$ cat src/rtl/v3_pulse_extractor_pkg.sv
// Shared defaults and types for the v3 shaping chain: sample width, pulse
// extractor tuning, the event record layout and the extractor FSM states.
package v3_filter_parameters;

  localparam int SIZE_ADC_DATA = 16;
  localparam int TS_WIDTH      = 32;
  localparam int WIDTH_BITS    = 10;
  localparam int MAX_WIDTH     = 512;
  localparam int HYST          = 4;
  localparam int DEAD_TIME     = 16;

  typedef enum logic [1:0] {
    ST_IDLE     = 2'd0,
    ST_ABOVE    = 2'd1,
    ST_WAIT_LOW = 2'd2,
    ST_DEAD     = 2'd3
  } pe_state_e;

  typedef struct packed {
    logic signed [SIZE_ADC_DATA-1:0] amp;
    logic [TS_WIDTH-1:0]             ts;
    logic [WIDTH_BITS-1:0]           width;
    logic                            pileup;
  } event_rec_t;

endpackage

$ cat src/rtl/v3_pulse_extractor_event_slot.sv
// One-entry valid/ready holding register for event records, plus a
// saturating count of events that arrived while a record was still held.
module v3_event_slot #(
  parameter int REC_W  = 59,
  parameter int LOST_W = 16
) (
  input  logic              clk,
  input  logic              reset,
  input  logic              emit_i,
  input  logic [REC_W-1:0]  rec_i,
  input  logic              out_ready_i,
  output logic              out_valid_o,
  output logic [REC_W-1:0]  rec_o,
  output logic [LOST_W-1:0] lost_count_o
);

  logic              valid_q, valid_d;
  logic [REC_W-1:0]  rec_q, rec_d;
  logic [LOST_W-1:0] lost_q, lost_d;

  // Load on emit when empty or draining; otherwise drop and count.
  always_comb begin
    valid_d = valid_q;
    rec_d   = rec_q;
    lost_d  = lost_q;
    if (emit_i) begin
      if (!valid_q || out_ready_i) begin
        rec_d   = rec_i;
        valid_d = 1'b1;
      end else if (lost_q != {LOST_W{1'b1}}) begin
        lost_d = lost_q + LOST_W'(1);
      end else begin
        lost_d = lost_q;
      end
    end else if (valid_q && out_ready_i) begin
      valid_d = 1'b0;
    end else begin
      valid_d = valid_q;
    end
  end

  // Slot state registers.
  always_ff @(posedge clk or negedge reset) begin
    if (!reset) begin
      valid_q <= 1'b0;
      rec_q   <= {REC_W{1'b0}};
      lost_q  <= {LOST_W{1'b0}};
    end else begin
      valid_q <= valid_d;
      rec_q   <= rec_d;
      lost_q  <= lost_d;
    end
  end

  assign out_valid_o  = valid_q;
  assign rec_o        = rec_q;
  assign lost_count_o = lost_q;

endmodule

$ cat src/rtl/v3_pulse_extractor.sv
// Pulse detector on the shaped sample stream: threshold with hysteresis,
// peak/timestamp/width tracking, pile-up cut-off and post-event dead time.
module v3_pulse_extractor #(
  parameter int SIZE_ADC_DATA = v3_filter_parameters::SIZE_ADC_DATA,
  parameter int TS_WIDTH      = v3_filter_parameters::TS_WIDTH,
  parameter int WIDTH_BITS    = v3_filter_parameters::WIDTH_BITS,
  parameter int MAX_WIDTH     = v3_filter_parameters::MAX_WIDTH,
  parameter int HYST          = v3_filter_parameters::HYST,
  parameter int DEAD_TIME     = v3_filter_parameters::DEAD_TIME
) (
  input  logic                            clk,
  input  logic                            reset,
  input  logic signed [SIZE_ADC_DATA-1:0] filter_data,
  input  logic signed [SIZE_ADC_DATA-1:0] thr,
  output logic                            out_valid,
  input  logic                            out_ready,
  output logic signed [SIZE_ADC_DATA-1:0] out_amp,
  output logic [TS_WIDTH-1:0]             out_ts,
  output logic [WIDTH_BITS-1:0]           out_width,
  output logic                            out_pileup,
  output logic [15:0]                     lost_count
);
  import v3_filter_parameters::*;

  localparam int DW    = SIZE_ADC_DATA;
  localparam int CW    = (DEAD_TIME > 1) ? $clog2(DEAD_TIME) : 1;
  localparam int REC_W = DW + TS_WIDTH + WIDTH_BITS + 1;

  pe_state_e               state_q, state_d;
  logic signed [DW-1:0]    max_q, max_d;
  logic [TS_WIDTH-1:0]     ts_q, peak_ts_q, peak_ts_d;
  logic [WIDTH_BITS-1:0]   width_q, width_d;
  logic [CW-1:0]           dead_q, dead_d;

  logic signed [DW:0]      thr_ext_s;
  logic signed [DW-1:0]    thr_lo_s;
  logic                    emit_s;
  logic signed [DW-1:0]    emit_amp_s;
  logic [TS_WIDTH-1:0]     emit_ts_s;
  logic [WIDTH_BITS-1:0]   emit_width_s;
  logic                    emit_pileup_s;
  logic [REC_W-1:0]        rec_out_s;

  // Lower hysteresis level; only negative overflow is possible, so clamp there.
  always_comb begin
    thr_ext_s = $signed({thr[DW-1], thr}) - $signed((DW+1)'(HYST));
    if (thr_ext_s[DW] != thr_ext_s[DW-1]) begin
      thr_lo_s = $signed({1'b1, {(DW-1){1'b0}}});
    end else begin
      thr_lo_s = thr_ext_s[DW-1:0];
    end
  end

  // FSM next state, peak tracking and the record handed to the slot.
  always_comb begin
    state_d       = state_q;
    max_d         = max_q;
    peak_ts_d     = peak_ts_q;
    width_d       = width_q;
    dead_d        = dead_q;
    emit_s        = 1'b0;
    emit_amp_s    = max_q;
    emit_ts_s     = peak_ts_q;
    emit_width_s  = width_q;
    emit_pileup_s = 1'b0;
    case (state_q)
      ST_IDLE: begin
        if (filter_data > thr) begin
          max_d     = filter_data;
          peak_ts_d = ts_q;
          width_d   = WIDTH_BITS'(1);
          state_d   = ST_ABOVE;
        end else begin
          state_d = ST_IDLE;
        end
      end
      ST_ABOVE: begin
        // Strict compare keeps the earliest sample of a tied peak.
        if (filter_data > max_q) begin
          max_d     = filter_data;
          peak_ts_d = ts_q;
        end else begin
          max_d = max_q;
        end
        emit_amp_s = max_d;
        emit_ts_s  = peak_ts_d;
        if (filter_data < thr_lo_s) begin
          emit_s  = 1'b1;
          dead_d  = {CW{1'b0}};
          state_d = ST_DEAD;
        end else if (width_q == WIDTH_BITS'(MAX_WIDTH - 1)) begin
          width_d       = WIDTH_BITS'(MAX_WIDTH);
          emit_s        = 1'b1;
          emit_width_s  = width_d;
          emit_pileup_s = 1'b1;
          state_d       = ST_WAIT_LOW;
        end else begin
          width_d = width_q + WIDTH_BITS'(1);
        end
      end
      ST_WAIT_LOW: begin
        if (filter_data < thr_lo_s) begin
          dead_d  = {CW{1'b0}};
          state_d = ST_DEAD;
        end else begin
          state_d = ST_WAIT_LOW;
        end
      end
      ST_DEAD: begin
        if (dead_q == CW'(DEAD_TIME - 1)) begin
          state_d = ST_IDLE;
        end else begin
          dead_d = dead_q + CW'(1);
        end
      end
      default: begin
        state_d = ST_IDLE;
      end
    endcase
  end

  // FSM, tracking registers and the free-running timestamp.
  always_ff @(posedge clk or negedge reset) begin
    if (!reset) begin
      state_q   <= ST_IDLE;
      max_q     <= {DW{1'b0}};
      peak_ts_q <= {TS_WIDTH{1'b0}};
      width_q   <= {WIDTH_BITS{1'b0}};
      dead_q    <= {CW{1'b0}};
      ts_q      <= {TS_WIDTH{1'b0}};
    end else begin
      state_q   <= state_d;
      max_q     <= max_d;
      peak_ts_q <= peak_ts_d;
      width_q   <= width_d;
      dead_q    <= dead_d;
      ts_q      <= ts_q + TS_WIDTH'(1);
    end
  end

  v3_event_slot #(
    .REC_W  (REC_W),
    .LOST_W (16)
  ) u_slot (
    .clk          (clk),
    .reset        (reset),
    .emit_i       (emit_s),
    .rec_i        ({emit_amp_s, emit_ts_s, emit_width_s, emit_pileup_s}),
    .out_ready_i  (out_ready),
    .out_valid_o  (out_valid),
    .rec_o        (rec_out_s),
    .lost_count_o (lost_count)
  );

  assign out_amp    = rec_out_s[REC_W-1 -: DW];
  assign out_ts     = rec_out_s[WIDTH_BITS+1 +: TS_WIDTH];
  assign out_width  = rec_out_s[1 +: WIDTH_BITS];
  assign out_pileup = rec_out_s[0];

endmodule

$ cat config.mk
export PLATFORM = sky130hd
export DESIGN_NAME = v3_pulse_extractor
export DESIGN_NICKNAME = d
export VERILOG_FILES = /design/src/rtl/v3_pulse_extractor_pkg.sv /design/src/rtl/v3_pulse_extractor_event_slot.sv /design/src/rtl/v3_pulse_extractor.sv
export SDC_FILE = /design/constraint.sdc
export NUM_CORES = 1
export LEC_CHECK = 0
export BUFFER_PORTS_ARGS = -buffer_cell sky130_fd_sc_hd__buf_2
export CAP_MARGIN = 40
export CORE_UTILIZATION = 55
export DETAILED_ROUTE_END_ITERATION = 8
export GPL_TIMING_DRIVEN = 0
export PLACE_DENSITY = 0.72
export SYNTH_ARGS = -nofsm -noshare
export SYNTH_HDL_FRONTEND = slang
export SYNTH_HIERARCHICAL = 1
export SYNTH_SLANG_ARGS = --single-unit
export TNS_END_PERCENT = 10
$ cat constraint.sdc
create_clock -name clk -period 4.45 [get_ports clk]
set_input_delay 0.89 -clock clk [delete_from_list [all_inputs] [get_ports clk]]
set_output_delay 0.89 -clock clk [all_outputs]
set_load 0.005 [all_outputs]
==> summary.md <==
| Metric | Value |
|---|---|
| Area Growth Syn to Fin | 22.19% |
| Total GRT Usage | 24.00% |
| Most common cell after layout, fill and taps aside | dfrtp_1 |
| Post-synthesis cell area | 9353 um^2 |
| Crit path kind | input pin to register |
| Final WS setup | -0.2607 ns |
| Slew headroom | 31.21% |
| H-tree level count | 4 |
| Die Ht | 132.4 um |
| Nets | 1058 |
| Yosys top cell area share | 46.02% |
| Final hold vios | 0 |
| Synth cell types | 67 |
| Commonest non-fill, non-tap cells in the layout | dfrtp_1, mux2_2, buf_2 |
| Crit path max fanout | 6 |
| WP data required | 4.79 ns |
| Final Critical Period | 4.711 ns |
| DPL Wire Length | 13940 um |
| Gr ovfl total | 0 |
| Final Skew | 0.01652 ns |
| Final setup TNS | -1.769 ns |
| Core Box Area | 16580 um^2 |
| Hold WS | 0.3849 ns |
| CP Capture Type | register |
| Failing checks | setup timing |
| CTS tree | done |
| Vias per cell | 5.688 |
| Synth Register Bits | 172 |
| Mapped Nets | 906 |
| Synth area leader | dfrtp_1 |
| Root buffer cell | clkbuf_16 |
| Initial antenna violation count | 0 |
| Pre-antenna DRT Iters | 5 |
| DRC viols | 0 |
| Ranking of synthesized cells by area | dfrtp_1, mux2_2, ha_1 |
| Unrepaired setup endpoints after global routing | yes |
| Final Wtd Congestion | 0.8516 |
| Number of flops mapped to enable cells by yosys | 0 |
| Power density over the cells | 465.9 nW/um^2 |
| Number of global-route vias before repair | 6734 |
| Longest Clk Path Bufs | 2 |
| WL/cell | 16.95 um |
| Post-Syn Instances | 815 |
| Vias post-DR | 6820 |
| Boundary pin count | 111 |
| Antenna Violating Nets Remaining | 0 |
| Max-cap violations | 0 |
| Seq/Total Area, Yosys | 46.02% |
| Worst-path clk slew | 0.07 ns |
| Worst VDD drop | 369.1 uV |
| Max Freq | 0.2123 GHz |
| Rows | 47 |
| Leak | 5.709 nW |
| Pwr Total | 5.324 mW |
| Skew-Pair Late Insertion Delay | 0.43 ns |
| Die X | 132.4 um |
| Path type of the worst min-delay path | input pin to async pin |
| Actual slew at the worst max-slew pin | 1.026 ns |
| Port Buffers | 110 |
| Final Cycle Share | 105.9% |
| Most used DFF post-synth | dfrtp_1 |
| Final number of setup-violating endpoints | 27 |
| Synth Warn # | 6 |
| Post-route cell area | 11430 um^2 |
| Max-slew violations | 0 |
| Share of cells above drive strength 1 | 39.02% |
| Initial core utilization | 56.40% |
| DR iter-0 viols | 319 |
| Largest net degree at the start of global routing | 107 |
| Status | complete, but fails checks |
| Dpl cell area | 10350 um^2 |
| Die Area | 17530 um^2 |
| FFs w/ async S/R, synth | 100.0% |
| First-pass GRT wire length | 33260 um |
| WP data arrival | 5.05 ns |
| Critical path launch point type | input pin |
| Clock sinks | 172 |
| Ant diodes | 0 |
| CTS buffer count | 17 |
| Wire length after detailed routing | 20320 um |
| Fillers | 1243 |
| CTS hold repair buffers | 0 |
| Syn_area_per_cell | 11.48 um^2 |
==> critical path, cell delays in order <==
cell	delay [ns]
buf_2	0.13
inv_2	0.07
nand4_1	0.23
nor4_4	0.33
xnor2_2	0.17
ha_4	0.26
or2_4	0.24
ha_4	0.21
a21o_1	0.15
a221o_1	0.36
a221oi_2	0.31
a21boi_2	0.11
nor2_2	0.14
buf_6	0.13
nor2_4	0.04
nor2_4	0.18
buf_6	0.15
and3b_1	0.19
nand4_1	0.12
buf_6	0.17
nor4b_4	0.23
xor2_1	0.20
==> logic make-up (layout without fill, tap and decap cells) <==
| family | count (synthesis) | after routing | synth area share (%) |
|---|---|---|---|
| AO/OA/AOI/OAI | 91 | 91 | 6.743 |
| flip-flops | 172 | 172 | 46.02 |
| buffers and inverters | 65 | 229 | 3.184 |
| adder cells (fa/ha/maj) | 56 | 56 | 7.492 |
| XOR/XNOR | 52 | 52 | 4.870 |
| AND/OR/NAND/NOR | 234 | 234 | 14.21 |
| multiplexers | 145 | 145 | 17.48 |
==> final cells by class <==
class                      count  area (um^2)  share of cell area, %
clock inverter                12        116.4                  1.018
sequential                   172         4304                  37.66
clock buffer                  19        432.9                  3.788
multi-input combinational    578         5102                  44.65
timing repair buffer         133        815.8                  7.138
tap                          220        275.3                  2.409
inverter                      40        150.1                  1.314
buffer                        25        231.5                  2.025
==> cells in the mapped netlist (all sizes together) (13+ instances only) <==
master  instances
nand2          43
xnor2          31
nor2           21
o21ai          28
nand4          16
buf            19
nand2b         17
and3           15
xor2           21
mux2          144
nand3          49
ha             56
inv            39
a21oi          20
and2           13
dfrtp         172
nor3           16
==> timing repair <==
item,CTS,global route
buffers inserted,15,5
pin swaps,19,16
gates resized for setup,39,33
setup endpoints to repair,75,77
gates cloned,2,0
==> worst paths after layout <==
kind,cells past startpoint,slack (ns),to,from
worst min register to register,1,0.50,ts_q[23],ts_q[23]
worst max-delay path,22,-0.26,u_slot/lost_count_o[15],thr[10]
worst max register to register,12,1.09,u_slot/rec_o[40],max_q[15]
max in group asynchronous,2,3.19,ts_q[22],reset
min in group clk,1,0.50,ts_q[23],ts_q[23]
worst min-delay path,1,0.38,dead_q[3],reset
==> per-layer routing <==
metal	vias to the layer above	routed length, um	global-route usage, %
met1	3375	9451	33.31
met3	30	988	4.114
met4	0	297	6.897
li1	3243	-	-
met2	172	9584	38.77
met5	-	0	0
==> registers in the layout, summed over array words and instances (netlist names) <==
name and count:
u_slot/rec_o 59, peak_ts_q 32, ts_q 32, max_q 16, u_slot/lost_count_o 16, width_q 10
dead_q 4, state_q 2, u_slot/out_valid_o 1
==> per-stage QoR <==
stage	util, %	instances	setup slack [ns]
after global routing	68.92	1199	-0.4335
after CTS	67.80	1194	-0.3490
after global placement	62.20	1145	-1.125
after floorplan	-	815	-0.4969
final	68.92	1199	-0.2607
after detailed placement	62.43	1146	-1.115
==> power breakdown <==
part           switching [mW]  internal, mW  leakage [nW]
sequential              0.166          1.83          2.28
clock                   0.627         0.775         0.270
combinational           0.975         0.948          3.16
total                    1.77          3.56          5.71
No activity file was read; power rests on OpenSTA's default activity.
